## src/rtl/wb_arbiter4_if.sv

```systemverilog
// ----------------------------------------------------------------------------
// wb_arbiter4_if
//
// Signal bundle for a 4-master / 1-slave Wishbone arbiter.
//
// Master side (packed per master, master i in slice i):
//   m_cyc[4], m_stb[4], m_we[4]   cycle request, strobe, write enable
//   m_adr[120]                     word address, master i at [30i+29:30i]
//   m_dat_w[128]                   write data,   master i at [32i+31:32i]
//   m_sel[16]                      byte selects, master i at [4i+3:4i]
//   m_dat_r[32]                    read data, broadcast to every master
//   m_ack[4], m_err[4]             per-master acknowledge / timeout error
// Slave side (shared):
//   s_cyc, s_stb, s_we, s_adr[30], s_dat_w[32], s_sel[4]   request
//   s_dat_r[32], s_ack                                       response
// Arbitration status:
//   grant[4]                       registered one-hot owner, 0 when idle
//
// Modports: arbiter (the wb_arbiter4 view), master (the requesting side),
// slave (the shared target).
// ----------------------------------------------------------------------------
interface wb_arbiter4_if;
  logic [3:0]   m_cyc;
  logic [3:0]   m_stb;
  logic [3:0]   m_we;
  logic [119:0] m_adr;
  logic [127:0] m_dat_w;
  logic [15:0]  m_sel;
  logic [31:0]  m_dat_r;
  logic [3:0]   m_ack;
  logic [3:0]   m_err;

  logic         s_cyc;
  logic         s_stb;
  logic         s_we;
  logic [29:0]  s_adr;
  logic [31:0]  s_dat_w;
  logic [3:0]   s_sel;
  logic [31:0]  s_dat_r;
  logic         s_ack;

  logic [3:0]   grant;

  modport arbiter (
    input  m_cyc, m_stb, m_we, m_adr, m_dat_w, m_sel,
    output m_dat_r, m_ack, m_err,
    output s_cyc, s_stb, s_we, s_adr, s_dat_w, s_sel,
    input  s_dat_r, s_ack,
    output grant
  );

  modport master (
    output m_cyc, m_stb, m_we, m_adr, m_dat_w, m_sel,
    input  m_dat_r, m_ack, m_err, grant
  );

  modport slave (
    input  s_cyc, s_stb, s_we, s_adr, s_dat_w, s_sel,
    output s_dat_r, s_ack
  );
endinterface

```

## src/rtl/wb_arbiter4.sv

```systemverilog
// ----------------------------------------------------------------------------
// wb_arbiter4
//
// Round-robin arbiter letting four Wishbone masters share one slave.
// An owner keeps the bus for as long as it holds m_cyc (no preemption).
// A beat that waits TIMEOUT cycles without s_ack is aborted: the owner gets a
// one-cycle m_err pulse while the slave sees s_cyc low for that cycle.
//
// Parameters:
//   TIMEOUT   wait cycles allowed before abort (1..1023)
// Ports:
//   sys_clk   system clock, rising edge
//   sys_rst_n asynchronous active-low reset
//   bus       wb_arbiter4_if.arbiter, all master/slave bus signals + grant
// ----------------------------------------------------------------------------
module wb_arbiter4 #(
  parameter int TIMEOUT = 255
) (
  input  logic            sys_clk,
  input  logic            sys_rst_n,
  wb_arbiter4_if.arbiter  bus
);

  typedef enum logic [1:0] {
    IDLE  = 2'd0,
    BUSY  = 2'd1,
    ABORT = 2'd2
  } state_e;

  // Last counter value at which a stalled beat is still allowed to wait.
  localparam logic [9:0] WAIT_LAST = 10'(TIMEOUT - 1);

  state_e      state_q;
  logic [3:0]  grant_q;
  logic [1:0]  owner_q;     // binary index of the current owner
  logic [1:0]  last_q;      // index granted most recently
  logic [9:0]  wait_q;
  logic [1:0]  next_owner_d;
  logic        any_req;

  // Round-robin search starting at last_q+1; k = 4 wraps back to last_q
  // itself so a lone repeat requester is still found.
  // NOTE: every signal assigned in an always_comb gets a default first,
  // otherwise the untaken paths infer latches.
  always_comb begin
    next_owner_d = last_q;
    any_req      = 1'b0;
    for (int k = 1; k <= 4; k++) begin
      if (!any_req && bus.m_cyc[2'(last_q + 2'(k))]) begin
        next_owner_d = 2'(last_q + 2'(k));
        any_req      = 1'b1;
      end
    end
  end

  // Slave request mux and per-master responses. Everything is forced to
  // zero outside BUSY, so an async reset drops the bus without a clock.
  always_comb begin
    bus.s_cyc   = 1'b0;
    bus.s_stb   = 1'b0;
    bus.s_we    = 1'b0;
    bus.s_adr   = '0;
    bus.s_dat_w = '0;
    bus.s_sel   = '0;
    bus.m_ack   = '0;
    bus.m_err   = '0;
    if (state_q == BUSY) begin
      for (int i = 0; i < 4; i++) begin
        if (owner_q == 2'(i)) begin
          bus.s_cyc   = bus.m_cyc[i];
          bus.s_stb   = bus.m_stb[i];
          bus.s_we    = bus.m_we[i];
          bus.s_adr   = bus.m_adr[30*i +: 30];
          bus.s_dat_w = bus.m_dat_w[32*i +: 32];
          bus.s_sel   = bus.m_sel[4*i +: 4];
          // An ack without a live strobe is not a beat; drop it.
          bus.m_ack[i] = bus.m_cyc[i] & bus.m_stb[i] & bus.s_ack;
        end
      end
    end else if (state_q == ABORT) begin
      bus.m_err = grant_q;
    end
  end

  assign bus.m_dat_r = bus.s_dat_r;
  assign bus.grant   = grant_q;

  // NOTE: state registers use non-blocking assignments so every flop samples
  // the pre-edge values, independent of statement order.
  always_ff @(posedge sys_clk or negedge sys_rst_n) begin
    if (!sys_rst_n) begin
      state_q <= IDLE;
      grant_q <= '0;
      owner_q <= '0;
      last_q  <= 2'd3;
      wait_q  <= '0;
    end else begin
      case (state_q)
        IDLE: begin
          wait_q <= '0;
          if (any_req) begin
            state_q <= BUSY;
            grant_q <= 4'b0001 << next_owner_d;
            owner_q <= next_owner_d;
            last_q  <= next_owner_d;
          end
        end

        BUSY: begin
          if (!bus.m_cyc[owner_q]) begin
            state_q <= IDLE;
            grant_q <= '0;
            wait_q  <= '0;
          end else if (bus.m_stb[owner_q] && !bus.s_ack) begin
            // Stalled beat; a simultaneous ack takes the else branch and
            // therefore beats the timeout.
            if (wait_q == WAIT_LAST) begin
              state_q <= ABORT;
              wait_q  <= '0;
            end else begin
              wait_q <= wait_q + 10'd1;
            end
          end else begin
            wait_q <= '0;
          end
        end

        ABORT: begin
          wait_q <= '0;
          if (bus.m_cyc[owner_q]) begin
            state_q <= BUSY;
          end else begin
            state_q <= IDLE;
            grant_q <= '0;
          end
        end

        default: begin
          state_q <= IDLE;
          grant_q <= '0;
          wait_q  <= '0;
        end
      endcase
    end
  end

endmodule

```

## src/flat_wrapper.sv

```systemverilog
// flat-port wrapper written by rule: the top's interface ports become plain ports
module wb_arbiter4_flat 
#(
  parameter int TIMEOUT = 255
)
  (sys_clk, sys_rst_n, bus_m_cyc, bus_m_stb, bus_m_we, bus_m_adr, bus_m_dat_w, bus_m_sel, bus_m_dat_r, bus_m_ack, bus_m_err, bus_s_cyc, bus_s_stb, bus_s_we, bus_s_adr, bus_s_dat_w, bus_s_sel, bus_s_dat_r, bus_s_ack, bus_grant);
  wb_arbiter4_if bus_i ();
  input  logic sys_clk;
  input  logic sys_rst_n;
  input wire logic [$bits(bus_i.m_cyc)-1:0] bus_m_cyc;
  input wire logic [$bits(bus_i.m_stb)-1:0] bus_m_stb;
  input wire logic [$bits(bus_i.m_we)-1:0] bus_m_we;
  input wire logic [$bits(bus_i.m_adr)-1:0] bus_m_adr;
  input wire logic [$bits(bus_i.m_dat_w)-1:0] bus_m_dat_w;
  input wire logic [$bits(bus_i.m_sel)-1:0] bus_m_sel;
  output wire logic [$bits(bus_i.m_dat_r)-1:0] bus_m_dat_r;
  output wire logic [$bits(bus_i.m_ack)-1:0] bus_m_ack;
  output wire logic [$bits(bus_i.m_err)-1:0] bus_m_err;
  output wire logic [$bits(bus_i.s_cyc)-1:0] bus_s_cyc;
  output wire logic [$bits(bus_i.s_stb)-1:0] bus_s_stb;
  output wire logic [$bits(bus_i.s_we)-1:0] bus_s_we;
  output wire logic [$bits(bus_i.s_adr)-1:0] bus_s_adr;
  output wire logic [$bits(bus_i.s_dat_w)-1:0] bus_s_dat_w;
  output wire logic [$bits(bus_i.s_sel)-1:0] bus_s_sel;
  input wire logic [$bits(bus_i.s_dat_r)-1:0] bus_s_dat_r;
  input wire logic [$bits(bus_i.s_ack)-1:0] bus_s_ack;
  output wire logic [$bits(bus_i.grant)-1:0] bus_grant;
  assign bus_i.m_cyc = bus_m_cyc;
  assign bus_i.m_stb = bus_m_stb;
  assign bus_i.m_we = bus_m_we;
  assign bus_i.m_adr = bus_m_adr;
  assign bus_i.m_dat_w = bus_m_dat_w;
  assign bus_i.m_sel = bus_m_sel;
  assign bus_m_dat_r = bus_i.m_dat_r;
  assign bus_m_ack = bus_i.m_ack;
  assign bus_m_err = bus_i.m_err;
  assign bus_s_cyc = bus_i.s_cyc;
  assign bus_s_stb = bus_i.s_stb;
  assign bus_s_we = bus_i.s_we;
  assign bus_s_adr = bus_i.s_adr;
  assign bus_s_dat_w = bus_i.s_dat_w;
  assign bus_s_sel = bus_i.s_sel;
  assign bus_i.s_dat_r = bus_s_dat_r;
  assign bus_i.s_ack = bus_s_ack;
  assign bus_grant = bus_i.grant;
  wb_arbiter4 #(.TIMEOUT(TIMEOUT)) u_core (.sys_clk(sys_clk), .sys_rst_n(sys_rst_n), .bus(bus_i));
endmodule
```

## config.mk

```make
export PLATFORM = sky130hd
export DESIGN_NAME = wb_arbiter4_flat
export DESIGN_NICKNAME = d
export VERILOG_FILES = /design/src/rtl/wb_arbiter4_if.sv /design/src/rtl/wb_arbiter4.sv /design/src/flat_wrapper.sv
export SDC_FILE = /design/constraint.sdc
export NUM_CORES = 1
export LEC_CHECK = 0
export CAP_MARGIN = 20
export CORE_AREA = 2 2 166 168
export CTS_CLUSTER_SIZE = 20
export DETAILED_ROUTE_END_ITERATION = 7
export DIE_AREA = 0 0 168 170
export SLEW_MARGIN = 5
export SYNTH_ARGS = -nofsm -noshare
export SYNTH_HDL_FRONTEND = slang
export SYNTH_SLANG_ARGS = --single-unit
```

## constraint.sdc

```tcl
create_clock -name sys_clk -period 2.3 [get_ports sys_clk]
set_input_delay 0.46 -clock sys_clk [delete_from_list [all_inputs] [get_ports sys_clk]]
set_output_delay 0.46 -clock sys_clk [all_outputs]
set_load 0.02 [all_outputs]
```

# Word level (Yosys, flattened, before mapping)
# Index checks and enable logic that the tools add are counted.
# W data, S select, Z words.
[word_totals] register_bits=20 latch_bits=0 ram_bits=0 rom_bits=0 input_bits=311 out_inout_bits=113 wordCells=117 n_memories=0
[classes] n_addsub=4 n_mul=0 n_div=0 order_cmp=5 n_eq_ne=10 shift=1 mux=70 n_bitwise=8 reduce_logical=14
[ops] op="$mux W32" n=5
[ops] op="$mux W30" n=5
[ops] op="$mux W10" n=4
[ops] op="$mux W4" n=10
[ops] op="$mux W1" n=30
[ops] op="$mux W2" n=8
[ops] op="$lt A2 B3 Y1 const B" n=5
[ops] op="$bmux W1 S2" n=6
[ops] op="$add A10 B1 Y10 const B" n=1
[ops] op="$eq A10 B8 Y1 const B" n=1
[ops] op="$and A1 B1 Y1" n=8
[ops] op="$pmux W4 S2" n=1
[ops] op="$eq A2 B2 Y1 const B" n=3
[ops] op="$ne A3 B3 Y1 const B" n=2
[ops] op="$pmux W2 S3" n=1
[ops] op="$add A2 B2 Y2 const B" n=2
[ops] op="$eq A2 B1 Y1 const B" n=2
[ops] op="$logic_and A1 B1 Y1" n=4
[ops] op="$logic_not A1 Y1" n=4
[ops] op="$logic_not A2 Y1" n=2
[ops] op="$reduce_and A2 Y1" n=2
[ops] op="$shl A1 B2 Y4 const A" n=1
[ops] op="$reduce_and A3 Y1" n=1
[ops] op="$add A2 B1 Y2 const B" n=1
[ops] op="other kinds (3)" n=3

# Logic depth before layout (Yosys ltp)
# Gate-level depths: netlist of the first run.
[logic_depth] word_depth=16 mapped_depth=6 depth_no_buf=6

# Least setup slack after synthesis of the first run
# OpenSTA, ideal clock, no wires.
[synth_timing] path_type="reg-to-output" from="reg u_core.state_q[1]" to="out bus_m_ack[1]" t_arrival_ns=1.681 required_ns=1.840 setup_slack_ns=0.159 stages_incl_launch_ff=6 n_path_buf=1 cell_sequence="dfrtp_1 inv_1 ha_1 clkbuf_1 nand3_1 nor4bb_1"
[synth_between] elab_chain_cells=2
[synth_lines] element="start, declared" line_no="wb_arbiter4.sv:33" rtl="state_e state_q;"
[synth_lines] element="start signal, assigned" line_no="wb_arbiter4.sv:92" rtl="state_q <= IDLE;"
[synth_lines] element="start signal, assigned" line_no="wb_arbiter4.sv:102" rtl="state_q <= BUSY;"
[synth_lines] element="start signal, assigned" line_no="wb_arbiter4.sv:111" rtl="state_q <= IDLE;"
[synth_lines] element="$eq A2 B1 Y1" line_no="wb_arbiter4.sv:67" rtl="if (state_q == BUSY) begin"
[synth_lines] element="$mux W4" line_no="wb_arbiter4.sv:67"
[synth_lines] element="end, declared" line_no="flat_wrapper.sv:17" rtl="output wire logic [$bits(bus_i.m_ack)-1:0] bus_m_ack;"
# No other way between the ends.

# Worst setup path after layout of the first run
[layout_timing] from="reg u_core.owner_q[0]" to="out bus_s_adr[23]"
[layout_between] elab_chain_cells=6 elab_cells_between_ends=9 cone_classes="eq/ne (3); mux (5); reduce/logical (1)"
[layout_lines] element="start, declared" line_no="wb_arbiter4.sv:35" rtl="logic [1:0] owner_q;"
[layout_lines] element="start signal, assigned" line_no="wb_arbiter4.sv:104" rtl="owner_q <= next_owner_d;"
[layout_lines] element="$logic_not A2 Y1" line_no="wb_arbiter4.sv:69" rtl="if (owner_q == 2'(i)) begin"
[layout_lines] element="$mux W30 (3 in series)" line_no="wb_arbiter4.sv:69"
[layout_lines] element="$mux W30 *" line_no="wb_arbiter4.sv:69"
[layout_lines] element="$mux W30 *" line_no="wb_arbiter4.sv:67"
[layout_lines] element="end, declared" line_no="flat_wrapper.sv:22" rtl="output wire logic [$bits(bus_i.s_adr)-1:0] bus_s_adr;"
# Mark *: on every way between the ends. The rest lies on a longest branch, timed or not.

==> impl_results.rst, run 1 <==
.. list-table::
   :header-rows: 1

   * - Metric
     - Value
   * - Most common flop cell mapped by yosys
     - sky130_fd_sc_hd__dfrtp_1
   * - EDFF count, synth
     - 0
   * - Area growth syn-to-layout
     - 122%
   * - Endpoint of the worst-slack reg-to-reg timing path
     - u_core.state_q[0]
   * - Detailed Place HPWL
     - between 15000 and 20000 um
   * - TritonCTS clock tree
     - built
   * - Unrepaired setup endpoints after global routing
     - true
   * - Reg-to-Reg Start
     - u_core.owner_q[0]
   * - Adder and majority cell fraction of the synthesized area
     - 0.0215
   * - Arrival time at the worst endpoint
     - 1.95 ns
   * - Number of clock buffers inserted by TritonCTS
     - 3
   * - Post-synthesis simple-gate area fraction
     - 0.210
   * - Initial antenna violation count
     - 0
   * - Unique masters post-synth
     - 40
   * - Fraction of the mapped netlist area in compound gates
     - 0.0484
   * - Final net count
     - 991
   * - Detailed Route WL
     - 19000 um
   * - Peak supply drop
     - 0.000443 V
   * - Starting density of the core
     - 0.131
   * - Critical Setup Path Class
     - reg -> out
   * - Number of warnings reported in the yosys synthesis log
     - 0
   * - Slew at the pin with the worst max-slew slack
     - around 0.6 ns
   * - Row count
     - 60
   * - Via count
     - between 4000 and 5000
   * - # IOs
     - ~420
   * - Total congestion overflow after global routing
     - 0
   * - Placed Instances
     - ~1000
   * - Core Region
     - 26700 um^2
   * - Largest clock skew in the final design
     - 0.00370 ns
   * - Clock sink total
     - 20
   * - Worst setup EP type
     - output port
   * - Leakage dissipation
     - 3.10 nW
   * - Ratio of final minimum period to clock period
     - 1.05
   * - FMAX
     - about 0.42 GHz
   * - CP startpoint
     - u_core.owner_q[0]
   * - Utilization after layout
     - 0.291
   * - Final count of hold timing violations
     - 0
   * - Worst-case clock buffer depth
     - 2
   * - Layout Cells excl Fill
     - about 1000
   * - Summed instance area of the synthesized netlist
     - ~3500 um^2
   * - H-tree depth
     - 1
   * - Vertical die dimension
     - 170 um
   * - Result of the run
     - finished with violations
   * - Main combinational cell family by area after synthesis
     - multiplexers
   * - Clock latency on the worst-skew pair
     - approximately 0.25 ns
   * - Die Width
     - about 170 um
   * - Total power divided by cell area
     - 996 nW/um^2
   * - Routability-driven placement congestion ratio
     - 0.799
   * - Data required time of the critical path
     - between 1.5 and 2 ns
   * - Fraction of synthesized area in multiplexers
     - 0.445
   * - Sequential-to-total area share from yosys stat
     - 0.144
   * - Global-route wire length before repair
     - 26900 um
   * - End point of the critical path
     - bus_s_adr[23]
   * - Tightest hold margin
     - ~0.50 ns
   * - Final max-slew violation count
     - 0
   * - Reported max-cap violation count
     - 0
   * - Net count after synthesis
     - 630
   * - Synth Area per Inst
     - 11.2 um^2
   * - Number of nets still failing antenna checks after routing
     - 0
   * - Number of remaining DRC errors
     - 0
   * - Total power consumption of the routed design
     - 7.72 mW
   * - Time the worst path needs with I/O delays and setup
     - between 2 and 2.5 ns
   * - CTS Root Cell
     - sky130_fd_sc_hd__clkbuf_16
   * - Violations in the final reports
     - setup timing
   * - Post-detailed-route wirelength per cell
     - 18.7 um
   * - Number of standard cells after synthesis
     - approximately 310
   * - Startpoint type of the worst setup path
     - flip-flop
   * - Parity-gate share of the synthesized area counting xor and xnor cells
     - 0.0201
   * - Number of global-route vias before repair
     - ~4300
   * - Largest net degree at the start of global routing
     - 35
   * - Worst rel slew slack
     - 0.597
   * - Depth of the most critical reg-to-reg path
     - 7
   * - Hold crit path type
     - reg -> reg
   * - Combined global-route utilization of all metal layers
     - 0.123
   * - DRC marker count from the first detailed-route iteration
     - 141
   * - Clock-pin slew on the worst setup and hold paths
     - about 0.050 ns
   * - Maximum fanout count along the critical path
     - 5
   * - Final setup vio count
     - 38
   * - Post-detailed-route via-to-cell ratio
     - between 4 and 5
   * - Buffers added on ports
     - ~360
   * - Share of post-route cells with drive strength above 1
     - 0.352
   * - Antenna diode count
     - 0
   * - Proportion of synthesized flip-flops having asynchronous set or reset
     - 1.00
   * - Die area
     - 28600 um^2
   * - Register-to-register setup slack
     - around 0.25 ns
   * - Post-synthesis sequential element count
     - 20
   * - First-pass iteration count of the detailed router
     - 4
   * - Minimum setup slack in the final design
     - -0.105 ns
   * - HP Start
     - u_core.wait_q[0]
[cells by family (layout without fill, tap and decap cells)]
group	count (synthesis)	in the layout
XOR/XNOR	8	8
AND/OR/NAND/NOR	126	126
AO/OA/AOI/OAI	22	22
buffers and inverters	62	422
flip-flops	20	20
multiplexers	69	69
adder cells (fa/ha/maj)	6	6
[final cells by class]
type                            count  area (um^2)
Fill cell                        2793        18900
Timing Repair Buffer              412         4020
Multi-Input combinational cell    231         2690
Sequential cell                    20          510
Tap cell                          341          427
Clock buffer                        4         88.8
Inverter                            6         22.5
[registers in the layout, indices dropped and copies added, names as in the netlist]
| name | cells |
|---|---|
| u_core.state_q | 2 |
| u_core.last_q | 2 |
| u_core.bus.grant | 4 |
| u_core.wait_q | 10 |
| u_core.owner_q | 2 |
[cell usage after synthesis, drive strengths merged (4+ instances only)]
master | number | area, um^2
and2 | 73 | 457
mux4 | 69 | 1550
buf | 47 | 332
dfrtp | 18 | 450
nor2 | 17 | 63.8
nand2 | 10 | 42.5
clkbuf | 9 | 33.8
a21oi | 7 | 46.3
nand3 | 7 | 40.0
xor2 | 7 | 61.3
ha | 6 | 75.1
inv | 6 | 22.5
a32o | 4 | 40.0
nand2b | 4 | 25.0
o21ai | 4 | 20.0
[layout by cell type, fill, tap and decap left out, drive strengths merged, types with 2 or more instances in the layout]
master,count
dfrtp,18
buf,120
nand2,10
mux4,69
a32o,4
dfstp,2
nor3,3
nand4,2
dlygate4sd2,5
clkdlybuf4s50,282
nand3,7
nor2,17
a21oi,7
and2,73
and4,3
dlygate4sd1,2
o21ai,4
nand2b,4
clkbuf,6
xor2,7
ha,6
inv,6
[repair_timing]
item | 4_1_cts | 5_1_grt
resized for setup | 328 | 62
setup buffers | 6 | 2
gates cloned | 0 | 1
hold buffers | 0 | 0
endpoints found under the hold margin | 0 | 0
endpoints found under the setup margin | 76 | 71
pin swaps | 1 | 5
[worst min-delay path by stage]
stage | cells after the start | end | slack (ns)
5_1_grt | 1 | u_core.wait_q[0] | 0.54
3_5_place_dp | 1 | u_core.wait_q[0] | 0.50
4_1_cts | 1 | u_core.wait_q[0] | 0.50
3_3_place_gp | 1 | u_core.wait_q[0] | 0.49
2_1_floorplan | 0 | u_core.bus.grant[0] | 0.16
6_report | 1 | u_core.wait_q[0] | 0.50
[worst max-delay path: stages (launching register included)]
cell and delay, ns:
sky130_fd_sc_hd__dfrtp_4 0.52, sky130_fd_sc_hd__buf_12 0.15, sky130_fd_sc_hd__clkbuf_16 0.15, sky130_fd_sc_hd__buf_6 0.11
sky130_fd_sc_hd__mux4_2 0.45, sky130_fd_sc_hd__and2_4 0.18, sky130_fd_sc_hd__buf_6 0.12
[power breakdown]
part / total (mW) / leakage (nW) / internal [mW] / switching (mW)
clock network: 0.393 / 0.0442 / 0.265 / 0.128
logic: 6.77 / 2.79 / 3.74 / 3.03
registers: 0.562 / 0.262 / 0.456 / 0.106
total: 7.72 / 3.10 / 4.46 / 3.26
[layer usage]
metal,global-route usage,vias up,wire (um)
li1,-,1882,-
met1,0.157,1959,7860
met2,0.217,223,9330
met3,0.0300,13,1640
met4,0.0132,0,172
met5,0,-,0
[per-stage QoR]
stage	instance area (um^2)	setup slack, ns	TNS (ns)
after floorplan	3490	0.159	0
after global placement	7580	-0.345	-15.52
after detailed placement	7580	-0.343	-15.54
after CTS	7600	-0.138	-1.15
after global routing	7750	-0.140	-3.97
final	7750	-0.105	-1.12
(Power assumes the default switching activity.)
==> run 2: changes to the inputs <==
- CTS_CLUSTER_DIAMETER: not set -> 200
==> results of run 2 <==
No change in the layout: final DEF, timing and power equal those of run 1.
==> run 3: changes to the inputs <==
- CORE_AREA: 2 2 166 168 -> 2 2 167 169
- DIE_AREA: 0 0 168 170 -> 0 0 169 171
- clock period: 2.3 -> 2 ns (I/O delays scaled with it)
==> impl_results.rst, run 3 (same netlist as run 1, synthesis figures left out) <==
.. list-table::
   :header-rows: 1

   * - Metric
     - Value
   * - Peak supply drop
     - 0.000754 V (was 0.000443 V)
   * - Post-detailed-route wirelength per cell
     - 18.7 um (about the same)
   * - End point of the critical path
     - bus_s_adr[27] (was bus_s_adr[23])
   * - Final count of hold timing violations
     - 0 (unchanged)
   * - Non-Filler Cell Area, Final
     - 8340 um^2 (was 7750 um^2)
   * - Final net count
     - 1001 (was 991)
   * - Register-to-register setup slack
     - -0.07 ns (was 0.25 ns)
   * - Time the worst path needs with I/O delays and setup
     - between 2 and 2.5 ns
   * - Unrepaired setup endpoints after global routing
     - true (unchanged)
   * - Number of remaining DRC errors
     - 0 (unchanged)
   * - Ratio of final minimum period to clock period
     - 1.16
   * - Clock-pin slew on the worst setup and hold paths
     - 0.06 ns (was 0.05 ns)
   * - Cell chain of the critical path
     - buf_12, buf_12, buf_12, mux4_2, and2_4, buf_6 (was buf_12, clkbuf_16, buf_6, mux4_2, and2_4, buf_6)
   * - Largest net degree at the start of global routing
     - 36 (was 35)
   * - Cell with the most instances on the worst path
     - sky130_fd_sc_hd__buf_12 (was sky130_fd_sc_hd__buf_6)
   * - Largest incremental delay on the critical path
     - 0.50 ns (was 0.52 ns)
   * - Core Region
     - 27300 um^2 (was 26700 um^2)
   * - Utilization after layout
     - 0.305 (was 0.291)
   * - Total congestion overflow after global routing
     - 0 (unchanged)
   * - Starting density of the core
     - 0.128 (was 0.131)
   * - Minimum setup slack in the final design
     - -0.319 ns (was -0.105 ns)
   * - Comb pwr share
     - 0.893 (was 0.876)
   * - Pre-CTS setup slack
     - -0.562 ns (was -0.343 ns)
   * - Total power consumption of the routed design
     - 10.3 mW (was 7.72 mW)
   * - Row count
     - 61 (was 60)
   * - Global-route wire length before repair
     - 26800 um (was 26900 um)
   * - Fraction of power spent switching nets
     - 0.400 (was 0.423)
   * - Grt met3 use
     - 0.0335 (was 0.0300)
   * - H-tree depth
     - 1 (unchanged)
   * - First-pass iteration count of the detailed router
     - 4 (unchanged)
   * - Top register by number of flip-flops
     - u_core.wait_q (unchanged)
   * - # IOs
     - 424 (unchanged)
   * - Die area
     - 28900 um^2 (was 28600 um^2)
   * - Initial antenna violation count
     - 0 (unchanged)
   * - Clock sink total
     - 20 (unchanged)
   * - Largest clock skew in the final design
     - 0.00351 ns (was 0.00370 ns)
   * - Critical Setup Path Class
     - reg -> out (unchanged)
   * - Maximum fanout count along the critical path
     - 7 (was 5)
   * - Critical path depth
     - 6 (unchanged)
   * - Reg-to-Reg Start
     - u_core.owner_q[0] (unchanged)
   * - Final max-slew violation count
     - 0 (unchanged)
   * - Antenna diode count
     - 0 (unchanged)
   * - Total power divided by cell area
     - 1230 nW/um^2 (was 996 nW/um^2)
   * - Final setup vio count
     - 78 (was 38)
   * - FMAX
     - around 0.43 GHz
   * - Arrival time at the worst endpoint
     - 1.92 ns (was 1.95 ns)
   * - Data required time of the critical path
     - 1.60 ns (was 1.84 ns)
   * - Reported max-cap violation count
     - 0 (unchanged)
   * - Internal power contribution
     - 6.16 mW (was 4.46 mW)
   * - Largest register FFs
     - 10 (unchanged)
   * - TritonCTS clock tree
     - built (unchanged)
   * - Result of the run
     - finished with violations (unchanged)
   * - Cell area after placement
     - 7560 um^2 (was 7580 um^2)
   * - Hold crit path type
     - in -> async (was reg -> reg)
   * - Share of post-route cells with drive strength above 1
     - 0.441 (was 0.352)
   * - Power dissipated by switching net loads
     - 4.10 mW (was 3.26 mW)
   * - Library cell contributing the largest single delay on the critical path
     - sky130_fd_sc_hd__dfrtp_4 (unchanged)
   * - Fraction of met1 tracks used by global routing
     - 0.147 (was 0.157)
   * - DRC marker count from the first detailed-route iteration
     - 164 (was 141)
   * - Combined global-route utilization of all metal layers
     - 0.121 (was 0.123)
   * - CP Buf/Inv Count
     - 4 (unchanged)
   * - Number of global-route vias before repair
     - 4376 (was 4314)
   * - Number of clock buffers inserted by TritonCTS
     - 3 (unchanged)
   * - CTS Root Cell
     - sky130_fd_sc_hd__clkbuf_16 (unchanged)
   * - GR Util met2
     - 0.223 (was 0.217)
   * - Leakage dissipation
     - 3.28 nW (was 3.10 nW)
   * - Vertical die dimension
     - 171 um (was 170 um)
   * - Die Width
     - 169 um (was 168 um)
   * - Worst-case clock buffer depth
     - 2 (unchanged)
   * - Detailed Place HPWL
     - 15400 um (was 16200 um)
   * - Post-detailed-route via-to-cell ratio
     - 4.03 (was 4.02)
   * - Depth of the most critical reg-to-reg path
     - 9 (was 7)
   * - Buffers added on ports
     - 359 (unchanged)
   * - Worst setup EP type
     - output port (unchanged)
   * - Number of nets still failing antenna checks after routing
     - 0 (unchanged)
   * - CP delay by family, top
     - buffers and inverters (unchanged)
   * - Highest-count cells in the layout ignoring fill and taps
     - 282 x sky130_fd_sc_hd__clkdlybuf4s50_1, 82 x sky130_fd_sc_hd__buf_6, 69 x sky130_fd_sc_hd__mux4_2, 64 x sky130_fd_sc_hd__and2_4, 26 x sky130_fd_sc_hd__buf_4 (was 282 x sky130_fd_sc_hd__clkdlybuf4s50_1, 69 x sky130_fd_sc_hd__mux4_2, 43 x sky130_fd_sc_hd__and2_1, 38 x sky130_fd_sc_hd__buf_6, 38 x sky130_fd_sc_hd__buf_4)
   * - Detailed Route WL
     - 19200 um (was 19000 um)
   * - Startpoint type of the worst setup path
     - flip-flop (unchanged)
   * - Violations in the final reports
     - setup timing (unchanged)
   * - Endpoint of the worst-slack reg-to-reg timing path
     - u_core.bus.grant[0] (was u_core.state_q[0])
   * - Clock latency on the worst-skew pair
     - 0.25 ns (about the same)
   * - Layer with the highest usage
     - met2 (unchanged)
   * - Via count
     - 4145 (was 4077)
   * - CP startpoint
     - u_core.owner_q[0] (unchanged)
   * - Routability-driven placement congestion ratio
     - 0.762 (was 0.799)
   * - Area growth syn-to-layout
     - 139% (was 122%)
   * - Most common library cell in the layout ignoring fill and taps
     - sky130_fd_sc_hd__clkdlybuf4s50_1 (unchanged)
   * - Clk network pwr share
     - 0.044 (was 0.051)
   * - Portion of total power attributed to sequential cells
     - 0.062 (was 0.073)
   * - Worst rel slew slack
     - 0.637 (was 0.597)
   * - Slew at the pin with the worst max-slew slack
     - 0.537 ns (was 0.603 ns)
-- run 3: cell type report --
class                           count  area (um^2)
Tap cell                          346          433
Inverter                            6         22.5
Multi-Input combinational cell    232         2880
Sequential cell                    20          510
Clock buffer                        4         88.8
Fill cell                        2822        19000
Timing Repair Buffer              421         4410
-- run 3: worst reg2reg max path: stages, from the launching register on --
cell	delay, ns
sky130_fd_sc_hd__dfrtp_4	0.50
sky130_fd_sc_hd__buf_12	0.15
sky130_fd_sc_hd__buf_12	0.12
sky130_fd_sc_hd__buf_8	0.11
sky130_fd_sc_hd__mux4_2	0.46
sky130_fd_sc_hd__buf_6	0.14
sky130_fd_sc_hd__buf_8	0.13
sky130_fd_sc_hd__nand2_4	0.07
sky130_fd_sc_hd__nand2_4	0.06
sky130_fd_sc_hd__a32o_1	0.21
-- run 3: per-layer routing --
metal | vias up | routed length (um)
met4 | 0 | 50
met3 | 4 | 1610
met5 | - | 0
met2 | 180 | 9960
li1 | 1904 | -
met1 | 2057 | 7600
-- run 3: power groups by stage --
| stage | Clock (mW) | Combinational, mW | Sequential [mW] |
|---|---|---|---|
| finish | 0.455 | 9.16 | 0.639 |
| global route | 0.486 | 9.71 | 0.653 |
| CTS | 0.462 | 9.05 | 0.635 |
| detailed placement | 0 | 7.35 | 0.698 |
| global placement | 0 | 7.39 | 0.691 |
| floorplan | 0 | 4.08 | 0.611 |
-- run 3: per-stage QoR --
step	instances	setup TNS (ns)	hold slack, ns
finish	1029	-17.08	0.483
global route	1029	-20.77	0.519
CTS	1030	-19.08	0.504
detailed placement	998	-31.71	0.514
global placement	998	-31.35	0.495
floorplan	313	-0.105	0.104
-- run 3: worst min path at each step --
| stage | start | endpoint | slack [ns] | cells past startpoint |
|---|---|---|---|---|
| finish | sys_rst_n | u_core.state_q[1] | 0.48 | 2 |
| global route | sys_rst_n | u_core.state_q[1] | 0.52 | 2 |
| CTS | sys_rst_n | u_core.state_q[1] | 0.50 | 2 |
| detailed placement | u_core.wait_q[0] | u_core.wait_q[0] | 0.51 | 1 |
| global placement | u_core.wait_q[0] | u_core.wait_q[0] | 0.50 | 1 |
| floorplan | sys_rst_n | u_core.bus.grant[0] | 0.10 | 0 |
-- run 3: repair_timing --
item | in CTS | in global routing
gates cloned | 3 | 1
buffers inserted | 29 | 8
setup endpoints to repair | 92 | 93
resized for setup | 510 | 59
hold buffers | 0 | 0
pin swaps | 50 | 12
==> edit 1, RTL diff (flow settings as in run 3) <==
Re-encode `state_e` (3 states) as one-hot, 3 bits wide.
--- a/src/rtl/wb_arbiter4.sv
+++ b/src/rtl/wb_arbiter4.sv
@@ -22,8 +22,8 @@
 );
 
-  typedef enum logic [1:0] {
-    IDLE  = 2'd0,
-    BUSY  = 2'd1,
-    ABORT = 2'd2
+  typedef enum logic [2:0] {
+    IDLE  = 3'b001,
+    BUSY  = 3'b010,
+    ABORT = 3'b100
   } state_e;
 
Formal check against the unedited RTL: same outputs for any inputs over 4 cycles, from zero or initial values and one cycle with sys_rst_n low; so few cycles prove little.
==> edit 1 against run 3 <==
The flow still finishes with violations (setup timing). Critical endpoint is now bus_s_adr[24]. Largest power group unchanged. Routed wire length grew 1.2%. Non-clock buffer count grew 11. Critical path depth is the same. Sequential cell count grew 1. Design area rose by 0.22%. Sequential power increased by 7.8%. Cell count rose by 0.39%. Sequential share of layout area increased by 0.30 points. Register-to-register slack about the same. Setup slack got worse by 20 ps. Synthesized area shrank 0.25%. Power shrank 18%.
==> edit 1: results <==
{
  "status": "finished with violations",
  "violations": "setup timing",
  "synthMostInstantiatedCell": "and2_1",
  "timing.clock.skew_ps": 3.73,
  "grt_max_degree": 42,
  "cts-htree-levels": 1,
  "power.leakage_nw": 3.35,
  "hold_class": "in -> async",
  "nNetsFinal": 1001,
  "largest_register_by_flop_count": "u_core.wait_q",
  "crit_arrival_ps": 1940,
  "dr.pass1.iters": 4,
  "setup_viol": 84,
  "hpwl_after_detailed_placement_um": 15400,
  "synth_seq_area_share": 0.152,
  "cts_buffers": 3,
  "first_global_vias": 4226,
  "slew-limit-headroom": 0.758,
  "placement.io_buffers": 359,
  "gr-usage-all-layers": 0.121,
  "routed_wirelength_um": 19400,
  "final_critical_path_setup_slack_ps": -339,
  "last_weighted_congestion_value_of_the_routability_driven_placer": 0.783,
  "endpoint_of_the_lowest_slack_register_to_register_path": "u_core.wait_q[6]$_DFF_PN0_",
  "dr_total_vias": 4163,
  "grt_antenna_before_repair": 0,
  "netlist-cell-type-count": 41,
  "filler_cell_count": 2804,
  "cp_max_fo": 7,
  "dr.first_iter.drc_count": 171,
  "ant_nets_after_route": 0,
  "yosys_most_used_dff": "dfrtp_1",
  "worstSkewPairLatency_ps": 250,
  "yosys-top-cells-count": "73 x and2_1, 69 x mux4_2, 34 x buf_4",
  "cts.clk_slew.worst_paths_ps": 60,
  "cts_root_buffer": "clkbuf_16",
  "layout-drive-gt1-share": 0.444,
  "wire_length_of_the_first_global_routing_pass_um": 26600,
  "ir_drop_worst_case_vdd_mv": 0.536,
  "antenna-diode-count": 0,
  "largest_register_ff_count": 10,
  "yosys-top-cells-area": "mux4_2 45%, and2_1 13%, dfrtp_1 13%",
  "reg2regPathDepth": 9,
  "reg2reg_setup_slack_ps": -70,
  "postSynth.asyncResetShare": 1.00,
  "count_of_warnings_emitted_by_yosys": 0,
  "crit_path_start": "u_core.owner_q[0]$_DFFE_PN0P_",
  "cts_max_path_buffers": 2,
  "postSynthNetCount": 621
}
[edit 1: changes by cell type after synthesis, moves of 3 or more]
cell | before | now
ha_1 | 6 | 2
clkbuf_2 | 0 | 3
buf_1 | 2 | 5
buf_4 | 37 | 34
a32o_1 | 4 | 0
[edit 1: report_power, final]
part           internal (mW)  switching (mW)  total, mW  leakage [nW]
clock                  0.269           0.159      0.427        0.0409
sequential             0.560           0.129      0.689         0.273
combinational           4.39            2.89       7.27          3.04
[edit 1: through the flow]
stage	setup slack (ps)	instances	hold slack [ps]	cell area, um^2	TNS (ps)
2_1_floorplan	123	308	104	3490	0
3_3_place_gp	-502	996	488	7550	-28670
3_5_place_dp	-489	996	504	7550	-28550
4_1_cts	-378	1019	497	7960	-20340
5_1_grt	-390	1033	511	8360	-24320
6_report	-339	1033	490	8360	-19290
[edit 1: cell families after synthesis]
| kind of cell | count (synthesis) | synth area share |
|---|---|---|
| AND/OR/NAND/NOR | 126 | 0.227 |
| multiplexers | 70 | 0.449 |
| buffers and inverters | 63 | 0.108 |
| flip-flops | 21 | 0.152 |
| AO/OA/AOI/OAI | 18 | 0.0363 |
| XOR/XNOR | 8 | 0.0201 |
| adder cells (fa/ha/maj) | 2 | 0.00718 |
[edit 1: critical path, stage by stage (launching register included)]
cell and delay (ps):
dfrtp_4 500, buf_12 170, buf_16 140, buf_6 110, mux4_2 440, and2_4 180
buf_6 120
[edit 1: timing repair]
item | in CTS | in global routing
gates resized for setup | 396 | 147
hold endpoints to repair | 0 | 0
endpoints found under the setup margin | 77 | 91
gates cloned | 4 | 0
pin swaps | 15 | 8
setup buffers | 15 | 20
[edit 1: area by class of cell]
type / instances / share of cell area
Tap cell: 346 / 0.0518
Inverter: 6 / 0.00269
Sequential cell: 21 / 0.0642
Timing Repair Buffer: 432 / 0.538
Clock buffer: 3 / 0.00898
Clock inverter: 1 / 0.000598
Multi-Input combinational cell: 224 / 0.333
[edit 1: how the worst max path moves through the flow]
stage	end	slack [ps]	cells after the start
floorplan	bus_s_adr[0]	120	4
global placement	bus_s_adr[2]	-500	4
detailed placement	bus_s_adr[2]	-490	4
CTS	bus_s_adr[23]	-380	5
global route	bus_s_adr[24]	-390	6
finish	bus_s_adr[24]	-340	6
[edit 1: per-layer routing]
metal | track usage | routed length, um
met2 | 0.202 | 9490
met1 | 0.162 | 8050
met4 | 0.00966 | 85
met5 | 0 | 0
met3 | 0.0322 | 1810
==> edit 2, RTL diff (config.mk and constraints of run 3) <==
Without the edit above. `TIMEOUT` is set to 255 in 2 places; all go to 128.
--- a/src/rtl/wb_arbiter4.sv
+++ b/src/rtl/wb_arbiter4.sv
@@ -15,5 +15,5 @@
 // ----------------------------------------------------------------------------
 module wb_arbiter4 #(
-  parameter int TIMEOUT = 255
+  parameter int TIMEOUT = 128
 ) (
   input  logic            sys_clk,
--- a/src/flat_wrapper.sv
+++ b/src/flat_wrapper.sv
@@ -2,5 +2,5 @@
 module wb_arbiter4_flat 
 #(
-  parameter int TIMEOUT = 255
+  parameter int TIMEOUT = 128
 )
   (sys_clk, sys_rst_n, bus_m_cyc, bus_m_stb, bus_m_we, bus_m_adr, bus_m_dat_w, bus_m_sel, bus_m_dat_r, bus_m_ack, bus_m_err, bus_s_cyc, bus_s_stb, bus_s_we, bus_s_adr, bus_s_dat_w, bus_s_sel, bus_s_dat_r, bus_s_ack, bus_grant);
Function: no difference found for any inputs over 4 cycles, from zero or initial values and one cycle with sys_rst_n low; that may be too few to reach the edited logic, so the function may still have changed.
==> edit 2 against run 3 <==
The run still ends with setup timing left. Sequential power rose by 5.8%. Power up 4.7%. Via count grew 0.77%. Design area is 0.69% higher. Routed wire length increased by 7.7%. Sequential cell count unchanged. Largest power group unchanged. Clock skew down 1.8 ps. Setup slack got worse by 51 ps. Critical path type unchanged. Synthesized area decreased by 0.97%.
==> edit 2: results <==
{
  "drt-wirelength-per-cell_um": 20.0,
  "grt_max_degree": 45,
  "gr-usage-all-layers": 0.129,
  "detailed_place.area_mm2": 0.00754,
  "hpwl_after_detailed_placement_um": 16700,
  "pnr_total_power_mw": 10.7,
  "status": "finished with violations",
  "setup_viol": 75,
  "grt_util_met3": 0.0345,
  "synth_seq_area_share": 0.145,
  "power.leakage_nw": 3.32,
  "power_frac_comb": 0.895,
  "yosys-top-cells-area": "mux4_2 45%, and2_1 14%, dfrtp_1 13%",
  "wire_length_of_the_first_global_routing_pass_um": 27700,
  "ir_drop_worst_case_vdd_mv": 0.445,
  "internal-power_mw": 6.50,
  "dr.first_iter.drc_count": 215,
  "violations": "setup timing",
  "netlist-cell-type-count": 41,
  "filler_cell_count": 2816,
  "avgSynthCellArea_um2": 11.0,
  "final_critical_path_setup_slack_ps": -370,
  "cp_max_fo": 6,
  "met2_wirelength_um": 10300,
  "yosys-top-cells-count": "75 x and2_1, 69 x mux4_2, 32 x buf_4",
  "worstSetupEndpoint": "bus_s_adr[28]",
  "final_core_utilization": 0.307,
  "crit_arrival_ps": 1970,
  "reg2regPathDepth": 8,
  "routed_via_density": 4.04,
  "bufAreaShareNonClock": 0.533,
  "met3_wl_post_dr_um": 1790,
  "cpPeakStageDelay_ps": 520,
  "multi_input_combinational_cell_count": 233,
  "global_route.usage.met2": 0.220
}
[edit 2: cell types whose count changed after synthesis, moves of 3 or more]
cell | before | now
nand2_1 | 8 | 14
nor2_1 | 17 | 14
nor2b_1 | 1 | 5
a32o_1 | 4 | 1
clkbuf_1 | 9 | 13
buf_4 | 37 | 32
a21oi_1 | 6 | 3
xor2_1 | 7 | 4
xnor2_1 | 1 | 4
mux2_2 | 0 | 3
[edit 2: critical path, delay by kind of cell, from the launching register on]
| family | cells | cell delay (ps) |
|---|---|---|
| AND/OR/NAND/NOR | 1 | 180 |
| flip-flops | 1 | 520 |
| multiplexers | 1 | 450 |
| buffers and inverters | 4 | 540 |
[edit 2: logic make-up (layout without fill, tap and decap cells)]
group,after synthesis,in the layout,share of synthesized area
DFF,20,20,0.145
xor gates and xnor gates,8,8,0.0203
AOI/OAI and AO/OA,17,17,0.0347
adders and majority gates,5,5,0.0181
buffers and inverters,61,434,0.106
and+or+nand+nor,131,131,0.216
muxes,72,72,0.459
